===== src/rtl/csa_accum.sv =====
// Carry-save multi-operand accumulator: one 4:2 compression per accepted beat, then a final add.
// Define CSA_ACCUM_SPLIT_EN for a two-cycle split final add (DW must be even).
module csa_accum #(
    parameter int unsigned DW = 8,
    parameter int unsigned CW = 8
) (
    input  logic          clk,
    input  logic          nreset,
    input  logic          start,
    input  logic          clear,
    input  logic          in_valid,
    output logic          in_ready,
    input  logic [DW-1:0] in_a,
    input  logic [DW-1:0] in_b,
    input  logic          in_last,
    output logic          out_valid,
    input  logic          out_ready,
    output logic [DW-1:0] out_sum,
    output logic [CW-1:0] out_count,
    output logic          busy
);

    typedef enum logic [2:0] {StIdle, StAccum, StResolve, StResolveHi, StDone} state_e;

    state_e        state_q;
    logic [DW-1:0] sum_q;
    logic [DW-1:0] carry_q;
    logic [CW-1:0] count_q;
    logic [DW-1:0] res_q;

    logic [DW-1:0] fa1_s, fa1_co, fa2_cin, csa_sum, csa_carry;
    logic [CW-1:0] count_inc;

    // Two chained full-adder rows; the first row's carries ripple one bit into the second row.
    always_comb begin
        fa1_s     = sum_q ^ carry_q ^ in_a;
        fa1_co    = (sum_q & carry_q) | (sum_q & in_a) | (carry_q & in_a);
        fa2_cin   = fa1_co << 1;
        csa_sum   = fa1_s ^ in_b ^ fa2_cin;
        csa_carry = (fa1_s & in_b) | (fa1_s & fa2_cin) | (in_b & fa2_cin);
        count_inc = (count_q == {CW{1'b1}}) ? count_q : count_q + {{(CW-1){1'b0}}, 1'b1};
    end

`ifdef CSA_ACCUM_SPLIT_EN
    localparam int unsigned H = DW / 2;
    logic         half_c_q;
    logic [H:0]   lo_add;
    logic [H-1:0] hi_add;

    always_comb begin
        lo_add = {1'b0, sum_q[H-1:0]} + {1'b0, carry_q[H-1:0]};
        hi_add = sum_q[DW-1:H] + carry_q[DW-1:H] + {{(H-1){1'b0}}, half_c_q};
    end
`endif

    always_ff @(posedge clk or negedge nreset) begin
        if (!nreset) begin
            state_q  <= StIdle;
            sum_q    <= '0;
            carry_q  <= '0;
            count_q  <= '0;
            res_q    <= '0;
`ifdef CSA_ACCUM_SPLIT_EN
            half_c_q <= 1'b0;
`endif
        end else if (clear) begin
            state_q  <= StIdle;
            sum_q    <= '0;
            carry_q  <= '0;
            count_q  <= '0;
            res_q    <= '0;
`ifdef CSA_ACCUM_SPLIT_EN
            half_c_q <= 1'b0;
`endif
        end else begin
            case (state_q)
                StIdle: begin
                    if (start) begin
                        sum_q   <= '0;
                        carry_q <= '0;
                        count_q <= '0;
                        state_q <= StAccum;
                    end
                end
                StAccum: begin
                    if (in_valid) begin
                        sum_q   <= csa_sum;
                        carry_q <= csa_carry << 1;
                        count_q <= count_inc;
                        if (in_last) state_q <= StResolve;
                    end
                end
                StResolve: begin
`ifdef CSA_ACCUM_SPLIT_EN
                    res_q[H-1:0] <= lo_add[H-1:0];
                    half_c_q     <= lo_add[H];
                    state_q      <= StResolveHi;
`else
                    res_q   <= sum_q + carry_q;
                    state_q <= StDone;
`endif
                end
                StResolveHi: begin
`ifdef CSA_ACCUM_SPLIT_EN
                    res_q[DW-1:H] <= hi_add;
                    state_q       <= StDone;
`else
                    state_q <= StIdle;
`endif
                end
                StDone: begin
                    if (out_ready) state_q <= StIdle;
                end
                default: state_q <= StIdle;
            endcase
        end
    end

    always_comb begin
        in_ready  = (state_q == StAccum);
        out_valid = (state_q == StDone);
        busy      = (state_q != StIdle);
        out_sum   = res_q;
        out_count = count_q;
    end

endmodule


===== config.mk =====
export PLATFORM = sky130hd
export DESIGN_NAME = csa_accum
export DESIGN_NICKNAME = d
export VERILOG_FILES = /design/src/rtl/csa_accum.sv
export SDC_FILE = /design/constraint.sdc
export NUM_CORES = 1
export LEC_CHECK = 0
export CAP_MARGIN = 20
export CORE_MARGIN = 10
export CORE_UTILIZATION = 53
export CTS_BUF_LIST = sky130_fd_sc_hd__clkbuf_2
export DETAILED_ROUTE_END_ITERATION = 8
export PLACE_DENSITY = 0.82
export SETUP_SLACK_MARGIN = 0.02
export SYNTH_ARGS = -nofsm -noshare
export SYNTH_HDL_FRONTEND = slang
export SYNTH_SLANG_ARGS = --single-unit

===== constraint.sdc =====
create_clock -name clk -period 2.6 [get_ports clk]
set_clock_uncertainty 0.2 [all_clocks]
set_input_delay 0.52 -clock clk [delete_from_list [all_inputs] [get_ports clk]]
set_output_delay 0.52 -clock clk [all_outputs]
set_load 0.005 [all_outputs]

==> metrics.cfg <==
[placement]
buffer_ports.inserted = 41
routabilityCongestion = 0.8513
dpl_cell_area_um2 = 2497
detailed_place_hpwl_mm = 3.801

[floorplan]
die_area_um2 = 6776
boundaryPins = 42
fp.dieW_um = 82.32
initial_utilization_pct = 55.39
core_region_area_um2 = 3716
floorplan.rows = 22
die_height_um = 82.32

[synthesis]
synth_fa_ha_area_share_pct = 18.12
synth_simple_gate_area_share_pct = 11.61
yosysTopAreaCellShare_pct = 41.34
synth_top_flop_cell = dfrtp_1
avgSynthCellArea_um2 = 11.97
synth_fp_nets = 217
yosys-top-cells-area = dfrtp_1 (41%), fa_1 (13%), a22o_1 (8.5%)
ys_seq_area_share_pct = 41.34
portion_of_netlist_area_occupied_by_mux_cells_pct = 0.7295
combinational_family_with_the_most_area_after_synthesis = compound AO/OA/AOI/OAI gates
netlist_top_cells_count = dfrtp_1 (34), a22o_1 (20), fa_1 (13)
synthXorXnorAreaFrac_pct = 3.830
synth-seq-cells = 34
mappedNetlistArea_um2 = 2058
syn-instance-count = 172
synth.most_common_cell = dfrtp_1
yosysWarnings = 0
synth-async-reset-ratio_pct = 100.0
synth.largest_area_cell = dfrtp_1
yosysUniqueCellTypes = 46
synth_edf_count = 0
synth-compound-area-share_pct = 21.40

[power_and_ir_drop]
pwr_density_cell_nw_per_um2 = 397.6
peakVddDrop_mv = 0.2987
power.leakage_nw = 1.126
fin_total_pwr_mw = 1.011

[route]
met3RoutedLength_um = 212
met1_wl_mm = 1.953
route.vias.total = 1567
detail_route.wirelength_mm = 4.885
final_antenna_net_count = 0
vias_per_cell = 5.891
drt_first_iter_violations = 105
wire_per_inst_um = 18.36
route.met2.wl_mm = 2.652
drt_drc_violations_left = 0
drt_first_pass_iters = 4
top_layer = met4

[cts]
clkSinkCount = 34
numCtsBuffers = 5
worst_skew_pair.late_latency_ps = 400
max-clock-path-buffers = 2
cts_htree_levels = 2
tritoncts_clock_tree = built
clk_pin_slew_ps = 200
clock_tree.root_cell = clkbuf_2
post_cts_buffers = 0

[sta]
rsz0062_at_grt = yes
clock.fmax_mhz = 400.1
setup_tns_after_final_layout_ps = 0
finalWorstPathRequiredPeriod_ps = 2500
max-slew-margin-rel_pct = 61.13
finalSetupViolations = 0
layout_worst_path_cycle_share_pct = 96.14
worst_slew_pin_slew_ps = 579.9
final_max_slew_viol_count = 0
final-hold-violation-count = 0

[worst_setup_path]
path_delay_family = buffers and inverters
critical_path_peak_fanout = 6
critPathSlowestCell = clkdlybuf4s50_1
timing_worst_setup_path_type = flop to output port
r2r_start = sum_q[1]$_DFFE_PN0P_
cp_cell_sequence = nor3b_1 -> clkdlybuf4s50_1
path_buf_inv = 1
critPathRequiredTime_ps = 1880
end_kind = output port
crit_path_start_kind = flop
worst_path_largest_cell_delay_ps = 570
setup.reg_to_reg.worst_slack_ps = 390
arrival_ps = 1780
timing.reg2reg.worst_path_depth = 8
regToRegEndpoint = out_sum[7]$_DFFE_PN0P_

[layout]
layout-drive-gt1-share_pct = 11.01
layout.core_utilization_pct = 68.42
design.final.nets = 262
insertedDiodeCount = 0
final_instance_area_um2 = 2542
synth_to_layout_area_growth_pct = 23.53

[global_routing]
gr-usage-all-layers_pct = 15.44
grt_start_max_net_pins = 35
vias_in_the_first_global_route = 1709
antenna_found_initial = 0
grt_first_pass_wirelength_mm = 8.121
grt_overflow_total = 0

[worst_hold_path]
worst_hold_path_type = primary input to asynchronous set/reset pin

[run_status]
outcome = complete, no violations

[run]
maxCapViolCount = 0

## what timing repair did
action,CTS,global route
hold buffers,0,0
setup endpoints to repair,0,2
gates resized for setup,0,2
endpoints found under the hold margin,0,0
## flip-flops by register name, summed over array words and instances (netlist names)
| name | cells |
|---|---|
| out_sum | 8 |
| sum_q | 8 |
| state_q | 3 |
| out_count | 8 |
| carry_q | 7 |
## metrics by stage
stage                     hold slack (ps)  setup slack [ps]  cells
after floorplan                     24.41             611.1    172
after global placement              286.9             148.8    258
after detailed placement            295.5             90.75    258
after CTS                           302.6             23.39    266
after global routing                316.9             2.912    266
final                               285.2             100.4    266
## how the worst max path moves through the flow
stage	slack, ps	from	endpoint	cells past startpoint
floorplan	610	in_a[1]	sum_q[1]$_DFFE_PN0P_	3
global placement	150	in_a[6]	sum_q[6]$_DFFE_PN0P_	4
detailed placement	90	in_a[5]	sum_q[5]$_DFFE_PN0P_	4
CTS	20	state_q[1]$_DFFE_PN0P_	in_ready	3
global route	3	state_q[1]$_DFFE_PN0P_	out_valid	2
finish	100	state_q[1]$_DFFE_PN0P_	out_valid	2
## kinds of logic (layout without fill, tap and decap cells)
group | after synthesis | count (layout)
XOR/XNOR | 9 | 9
AND/OR/NAND/NOR | 40 | 40
AO/OA/AOI/OAI | 56 | 56
multiplexers | 1 | 1
adder cells (fa/ha/maj) | 22 | 22
flip-flops | 34 | 34
buffers and inverters | 10 | 56
## layout make-up
| class | count | area, µm² |
|---|---|---|
| Clock buffer | 5 | 25.02 |
| Clock inverter | 3 | 16.27 |
| Fill cell | 287 | 1174 |
| Inverter | 6 | 22.52 |
| Multi-Input combinational cell | 128 | 1149 |
| Sequential cell | 34 | 852.1 |
| Tap cell | 48 | 60.06 |
| Timing Repair Buffer | 42 | 417.9 |
## power by group
| part | internal, mW | total (mW) | switching, mW |
|---|---|---|---|
| combinational | 0.0945 | 0.190 | 0.0955 |
| clock | 0.0613 | 0.261 | 0.200 |
| sequential | 0.542 | 0.560 | 0.0178 |
| total | 0.698 | 1.01 | 0.313 |
## metal layers
layer,vias up,track usage (%)
li1,727,-
met1,792,18.23
met2,40,26.98
met3,8,3.024
met4,0,5.952
met5,-,0
## worst reg2reg max path, cell delays in order, from the launching register on
cell,delay (ps)
dfrtp_1,450
ha_1,230
inv_1,70
fa_1,410
nor2b_1,210
o2111ai_1,140
nand4b_1,130
xnor2_1,90
a22o_1,210
## cells in the final DEF, fill, tap and decap left out, drive strengths merged, types with 2 or more instances in the layout
master	netlist	routed
nor2	11	11
a31oi	2	2
nor3	2	2
nand3	6	6
a31o	2	2
a21oi	10	10
clkbuf	0	5
dfrtp	34	34
clkinv	0	2
and3	6	6
clkdlybuf4s50	0	41
o21ai	11	11
o31ai	2	2
fa	13	13
a41oi	2	2
nand2	8	8
a21o	2	2
xor2	2	2
a22o	20	20
inv	6	6
xnor2	7	7
ha	9	9
No activity file was read; power rests on OpenSTA's default activity.
